$ cat src/rtl/hilo_div_unit.sv
// HI/LO register file with a restoring radix-2 divider. Captures multiply products,
// serves MTHI/MTLO writes, and runs DIV/DIVU over WIDTH+1 cycles while busy.
module hilo_div_unit #(
  parameter int unsigned WIDTH = 32,
  parameter int unsigned CNT_W = 6
) (
  input  logic             clk,
  input  logic             rst_n,
  input  logic             mult_we,
  input  logic [WIDTH-1:0] mult_hi,
  input  logic [WIDTH-1:0] mult_lo,
  input  logic             mthi,
  input  logic             mtlo,
  input  logic [WIDTH-1:0] wdata,
  input  logic             start,
  input  logic             div_signed,
  input  logic [WIDTH-1:0] dividend,
  input  logic [WIDTH-1:0] divisor,
  output logic             busy,
  output logic             done,
  output logic             div_by_zero,
  output logic [WIDTH-1:0] hi_out,
  output logic [WIDTH-1:0] lo_out
);

  typedef enum logic [1:0] {StIdle, StRun, StFix} state_e;

  state_e           state_q;
  logic [CNT_W-1:0] cnt_q;
  logic [WIDTH-1:0] hi_q, lo_q;
  logic [WIDTH-1:0] rem_q, quo_q, dmag_q, dividend_q;
  logic             quo_neg_q, rem_neg_q, dzero_q;
  logic             busy_q, done_q, dbz_q;

  // Operand magnitudes and result signs, sampled only when start is accepted.
  logic [WIDTH-1:0] a_mag, b_mag;
  logic             a_neg, b_neg;

  always_comb begin
    a_neg = div_signed & dividend[WIDTH-1];
    b_neg = div_signed & divisor[WIDTH-1];
    a_mag = a_neg ? -dividend : dividend;
    b_mag = b_neg ? -divisor : divisor;
  end

  // One restoring step: shift {rem, quo} left, trial-subtract with a 33-bit compare.
  logic [WIDTH:0]   rem_sh, trial;
  logic             no_borrow;
  logic [WIDTH-1:0] rem_nx, quo_nx;

  always_comb begin
    rem_sh    = {rem_q, quo_q[WIDTH-1]};
    trial     = rem_sh - {1'b0, dmag_q};
    no_borrow = ~trial[WIDTH];
    rem_nx    = no_borrow ? trial[WIDTH-1:0] : rem_sh[WIDTH-1:0];
    quo_nx    = {quo_q[WIDTH-2:0], no_borrow};
  end

  logic [WIDTH-1:0] lo_fix, hi_fix;
  logic             last_iter;

  always_comb begin
    lo_fix    = quo_neg_q ? -quo_q : quo_q;
    hi_fix    = rem_neg_q ? -rem_q : rem_q;
    if (dzero_q) begin
      lo_fix = '1;
      hi_fix = dividend_q;
    end
    last_iter = (cnt_q == CNT_W'(WIDTH - 1));
  end

  always_ff @(posedge clk) begin
    if (!rst_n) begin
      state_q    <= StIdle;
      cnt_q      <= '0;
      hi_q       <= '0;
      lo_q       <= '0;
      rem_q      <= '0;
      quo_q      <= '0;
      dmag_q     <= '0;
      dividend_q <= '0;
      quo_neg_q  <= 1'b0;
      rem_neg_q  <= 1'b0;
      dzero_q    <= 1'b0;
      busy_q     <= 1'b0;
      done_q     <= 1'b0;
      dbz_q      <= 1'b0;
    end else begin
      done_q <= 1'b0;
      dbz_q  <= 1'b0;
      unique case (state_q)
        StIdle: begin
          // start wins over any register write issued in the same cycle.
          if (start) begin
            rem_q      <= '0;
            quo_q      <= a_mag;
            dmag_q     <= b_mag;
            dividend_q <= dividend;
            quo_neg_q  <= a_neg ^ b_neg;
            rem_neg_q  <= a_neg;
            dzero_q    <= (divisor == '0);
            cnt_q      <= '0;
            busy_q     <= 1'b1;
            state_q    <= StRun;
          end else if (mult_we) begin
            hi_q <= mult_hi;
            lo_q <= mult_lo;
          end else begin
            if (mthi) hi_q <= wdata;
            if (mtlo) lo_q <= wdata;
          end
        end
        StRun: begin
          rem_q <= rem_nx;
          quo_q <= quo_nx;
          cnt_q <= cnt_q + CNT_W'(1);
          if (last_iter) state_q <= StFix;
        end
        StFix: begin
          hi_q    <= hi_fix;
          lo_q    <= lo_fix;
          dbz_q   <= dzero_q;
          done_q  <= 1'b1;
          busy_q  <= 1'b0;
          state_q <= StIdle;
        end
        default: state_q <= StIdle;
      endcase
    end
  end

  assign busy        = busy_q;
  assign done        = done_q;
  assign div_by_zero = dbz_q;
  assign hi_out      = hi_q;
  assign lo_out      = lo_q;

endmodule

$ cat config.mk
export PLATFORM = sky130hd
export DESIGN_NAME = hilo_div_unit
export DESIGN_NICKNAME = d
export VERILOG_FILES = /design/src/rtl/hilo_div_unit.sv
export SDC_FILE = /design/constraint.sdc
export NUM_CORES = 1
export LEC_CHECK = 0
export ABC_AREA = 1
export BUFFER_PORTS_ARGS = -buffer_cell sky130_fd_sc_hd__buf_2
export CAP_MARGIN = 20
export CORE_UTILIZATION = 45
export DETAILED_ROUTE_END_ITERATION = 7
export GPL_ROUTABILITY_DRIVEN = 0
export PLACE_DENSITY = 0.66
export SLEW_MARGIN = 20
export SYNTH_ARGS = -nofsm -noshare
export SYNTH_HDL_FRONTEND = slang
export SYNTH_SLANG_ARGS = --single-unit
export TNS_END_PERCENT = 10
$ cat constraint.sdc
create_clock -name clk -period 4.2 [get_ports clk]
set_input_delay 0.63 -clock clk [delete_from_list [all_inputs] [get_ports clk]]
set_output_delay 0.63 -clock clk [all_outputs]
set_load 0.05 [all_outputs]
==> results.toml <==
[route]
antenna_violating_nets_post_route = 0
route.detailed.vias_per_inst = 5.51
via_count = 18000
dr.first_iter.drc_count = 1717
drt_first_pass_iters = 8
total_wirelength_of_the_detailed_routed_design_mm = 59.8
drt_drc_violations_left = 0
wire_per_inst_um = 18.3

[clocking]
clkLatencyLatePin_ns = 0.55
cts_h_tree_depth = 1
post-cts-setup-buffer-count = 0
post_cts_hold_buffer_count = 0
root_buffer = "sky130_fd_sc_hd__clkbuf_16"
cts-root-to-sink-buffers = 3
cts_resized = 0
clk_pin_slew_worst_paths_ns = 0.06
tritoncts.num_buffers = 25
cts_tree = "done"
clock-sinks = 206

[synth]
syn-cell-area_um2 = 15400
yosysSeqAreaShare_pct = 26.9
nets_in_the_synthesized_netlist = 2842
synth_enable_flop_cells = 0
post_synth_num_cell_types = 48
top_post_synthesis_cells_by_area = "sky130_fd_sc_hd__dfxtp_1, sky130_fd_sc_hd__nand2_1, sky130_fd_sc_hd__inv_1"
postSynth.asyncResetShare_pct = 0
yosys_warnings = 0
syn-instance-count = 2637
synth_top_area_share_pct = 26.9
synth_area_per_cell_um2 = 5.82
ys_ff_latch = 206
synth_area_leader_cell = "sky130_fd_sc_hd__dfxtp_1"
synth-main-ff-cell = "sky130_fd_sc_hd__dfxtp_1"

[grt]
vias_in_the_first_global_route = 16400
grt_antenna_before_repair = 0
top_usage_layer = "met2"
grt_max_degree = 78
grt_overflow = 0
total_global_route_track_usage_pct = 33.4
grt.met2_usage_pct = 54.9
grt_first_pass_wirelength_mm = 92.2
globalRouteMet1Util_pct = 42.0
grt.met3_usage_pct = 3.72

[final_layout]
area_delta_synth_final_pct = 14.3
layout_commonest_cell = "sky130_fd_sc_hd__nand2_1"
most-common-layout-cells = "sky130_fd_sc_hd__nand2_1, sky130_fd_sc_hd__inv_1, sky130_fd_sc_hd__nor2_1, sky130_fd_sc_hd__nand3_1, sky130_fd_sc_hd__buf_2"
insertedDiodeCount = 0
final_layout_size_suffix_gt1_share_pct = 12.4
final_net_count = 3009

[die]
io_pins = 234
fp.dieW_um = 187
total_number_of_placement_rows = 67
core_area_um2 = 33500
fp.dieH_um = 187
dieArea_um2 = 34900
initial_utilization_pct = 45.8

[sta]
final-setup-viol-count = 0
final-hold-violation-count = 0
final_min_period_over_clock_period_pct = 78.8
final.setup.tns_ns = 0
setup_repair_after_global_routing_missed_its_margin = "no"
worst_clock_skew_ns = 0.0185
maxSlewHeadroom_pct = 35.4
fmax_mhz = 302
timing_max_transition_violations_final = 0
post-route-min-period_ns = 3.31
timing_worst_slew_pin_value_ns = 0.967

[worst_setup_path]
worstPathMaxFanout = 30
critPathCaptureType = "flop"
critPathKind = "reg -> reg"
cp.required_ns = 4.63
crit_path_start_kind = "flop"
regToRegSetupSlack_ns = 0.89
worst_ep_arrival_time_ns = 3.74

[pwr]
vdd.ir_drop.worst_mv = 0.321
power_leakage_nw = 9.12
power_per_cell_area_nw_per_um2 = 524
total_power_w = 0.00919

[flow_run]
timing.max_cap.violations = 0

[status]
status = "complete, no violations"

[placement]
portBuffers = 233
place.detailed.hpwl_mm = 47.3

[hold_path]
hold_path.class = "in -> reg"
## kinds of logic after synthesis
group / share of synthesized area (%)
and+or+nand+nor: 37.4
AOI/OAI and AO/OA: 18.2
buffers and inverters: 11.8
DFF: 26.9
xor gates and xnor gates: 2.57
adders and majority gates: 3.15
## layout make-up
cell class / instances / area [µm²]
Clock buffer: 32 / 672
Clock inverter: 12 / 114
Timing Repair Buffer: 255 / 1340
Tap cell: 448 / 561
Fill cell: 3553 / 16000
Inverter: 353 / 1330
Sequential cell: 206 / 4120
Multi-Input combinational cell: 1963 / 9420
## through the flow
stage	setup WS (ns)	instances	utilization [%]	instance area, µm²	hold slack [ns]
6_report	0.891	3269	52.3	17600	0.387
2_1_floorplan	2.02	2637	-	15400	0.427
3_3_place_gp	0.991	3224	50.0	16800	0.440
3_5_place_dp	0.937	3224	50.0	16800	0.450
4_1_cts	0.912	3268	52.3	17500	0.366
5_1_grt	0.603	3269	52.3	17600	0.413
## worst max-delay path, stage by stage, from the launching register on
cell,delay (ns)
sky130_fd_sc_hd__dfxtp_1,0.35
sky130_fd_sc_hd__inv_1,0.09
sky130_fd_sc_hd__ha_1,0.24
sky130_fd_sc_hd__fa_1,0.41
sky130_fd_sc_hd__inv_1,0.11
sky130_fd_sc_hd__nand2_1,0.06
sky130_fd_sc_hd__nand2_1,0.08
sky130_fd_sc_hd__nand3_1,0.09
sky130_fd_sc_hd__nand2_2,0.12
sky130_fd_sc_hd__nand2_2,0.06
sky130_fd_sc_hd__nand2_2,0.09
sky130_fd_sc_hd__nand2_4,0.07
sky130_fd_sc_hd__nand2_4,0.07
sky130_fd_sc_hd__nand2_4,0.21
sky130_fd_sc_hd__nand2_1,0.80
sky130_fd_sc_hd__nand2_1,0.15
sky130_fd_sc_hd__nand3_1,0.12
sky130_fd_sc_hd__nand2_1,0.05
## per-layer routing
| metal | share of wire, % | up-vias |
|---|---|---|
| met4 | 6.5 | 0 |
| met5 | 0 | - |
| li1 | - | 8866 |
| met2 | 45 | 873 |
| met3 | 7.5 | 142 |
| met1 | 41 | 8126 |
## registers in the layout (all words and copies together), names as in the netlist
signal / cells
busy: 1
cnt_q: 6
div_by_zero: 1
dividend_q: 32
dmag_q: 32
done: 1
dzero_q: 1
hi_out: 32
lo_out: 32
quo_neg_q: 1
quo_q: 32
rem_neg_q: 1
rem_q: 32
state_q: 2
## Yosys cell counts, types with 3 or more instances
| master | number |
|---|---|
| sky130_fd_sc_hd__a21oi_1 | 225 |
| sky130_fd_sc_hd__nand2_1 | 764 |
| sky130_fd_sc_hd__nor3_1 | 27 |
| sky130_fd_sc_hd__buf_1 | 9 |
| sky130_fd_sc_hd__inv_1 | 336 |
| sky130_fd_sc_hd__o22ai_1 | 7 |
| sky130_fd_sc_hd__nand2_2 | 4 |
| sky130_fd_sc_hd__inv_2 | 17 |
| sky130_fd_sc_hd__nor2_1 | 255 |
| sky130_fd_sc_hd__clkbuf_1 | 82 |
| sky130_fd_sc_hd__nor4_1 | 6 |
| sky130_fd_sc_hd__nand2_4 | 3 |
| sky130_fd_sc_hd__a31oi_1 | 12 |
| sky130_fd_sc_hd__o21ai_0 | 196 |
| sky130_fd_sc_hd__a22oi_1 | 16 |
| sky130_fd_sc_hd__a211oi_1 | 14 |
| sky130_fd_sc_hd__o221ai_1 | 6 |
| sky130_fd_sc_hd__dfxtp_1 | 206 |
| sky130_fd_sc_hd__a21oi_2 | 3 |
| sky130_fd_sc_hd__and2_1 | 4 |
| sky130_fd_sc_hd__nand3_2 | 11 |
| sky130_fd_sc_hd__xnor2_1 | 15 |
| sky130_fd_sc_hd__o31ai_1 | 4 |
| sky130_fd_sc_hd__or2_2 | 6 |
| sky130_fd_sc_hd__buf_6 | 3 |
| sky130_fd_sc_hd__o21ai_1 | 5 |
| sky130_fd_sc_hd__o211ai_1 | 12 |
| sky130_fd_sc_hd__nor2_2 | 7 |
| sky130_fd_sc_hd__o21bai_1 | 5 |
| sky130_fd_sc_hd__nand3_1 | 236 |
| sky130_fd_sc_hd__buf_2 | 19 |
| sky130_fd_sc_hd__xor2_1 | 30 |
| sky130_fd_sc_hd__nand4_1 | 33 |
| sky130_fd_sc_hd__ha_1 | 37 |
| sky130_fd_sc_hd__nand3b_1 | 9 |
## power breakdown
| group | internal, W | switching, W |
|---|---|---|
| sequential | 0.00216 | 0.000235 |
| combinational | 0.00145 | 0.00325 |
| clock | 0.00120 | 0.000899 |
## final timing paths
check,depth (start not counted),from,end
setup reg to reg,17,quo_q[31]$_SDFFE_PN0P_,rem_q[25]$_SDFFE_PN0P_
hold reg to reg,2,dividend_q[0]$_SDFFE_PN0P_,dividend_q[0]$_SDFFE_PN0P_
setup / recovery,17,quo_q[31]$_SDFFE_PN0P_,rem_q[25]$_SDFFE_PN0P_
hold / removal,3,dividend[0],dividend_q[0]$_SDFFE_PN0P_
Note: power is estimated with default switching activity, not from simulation.
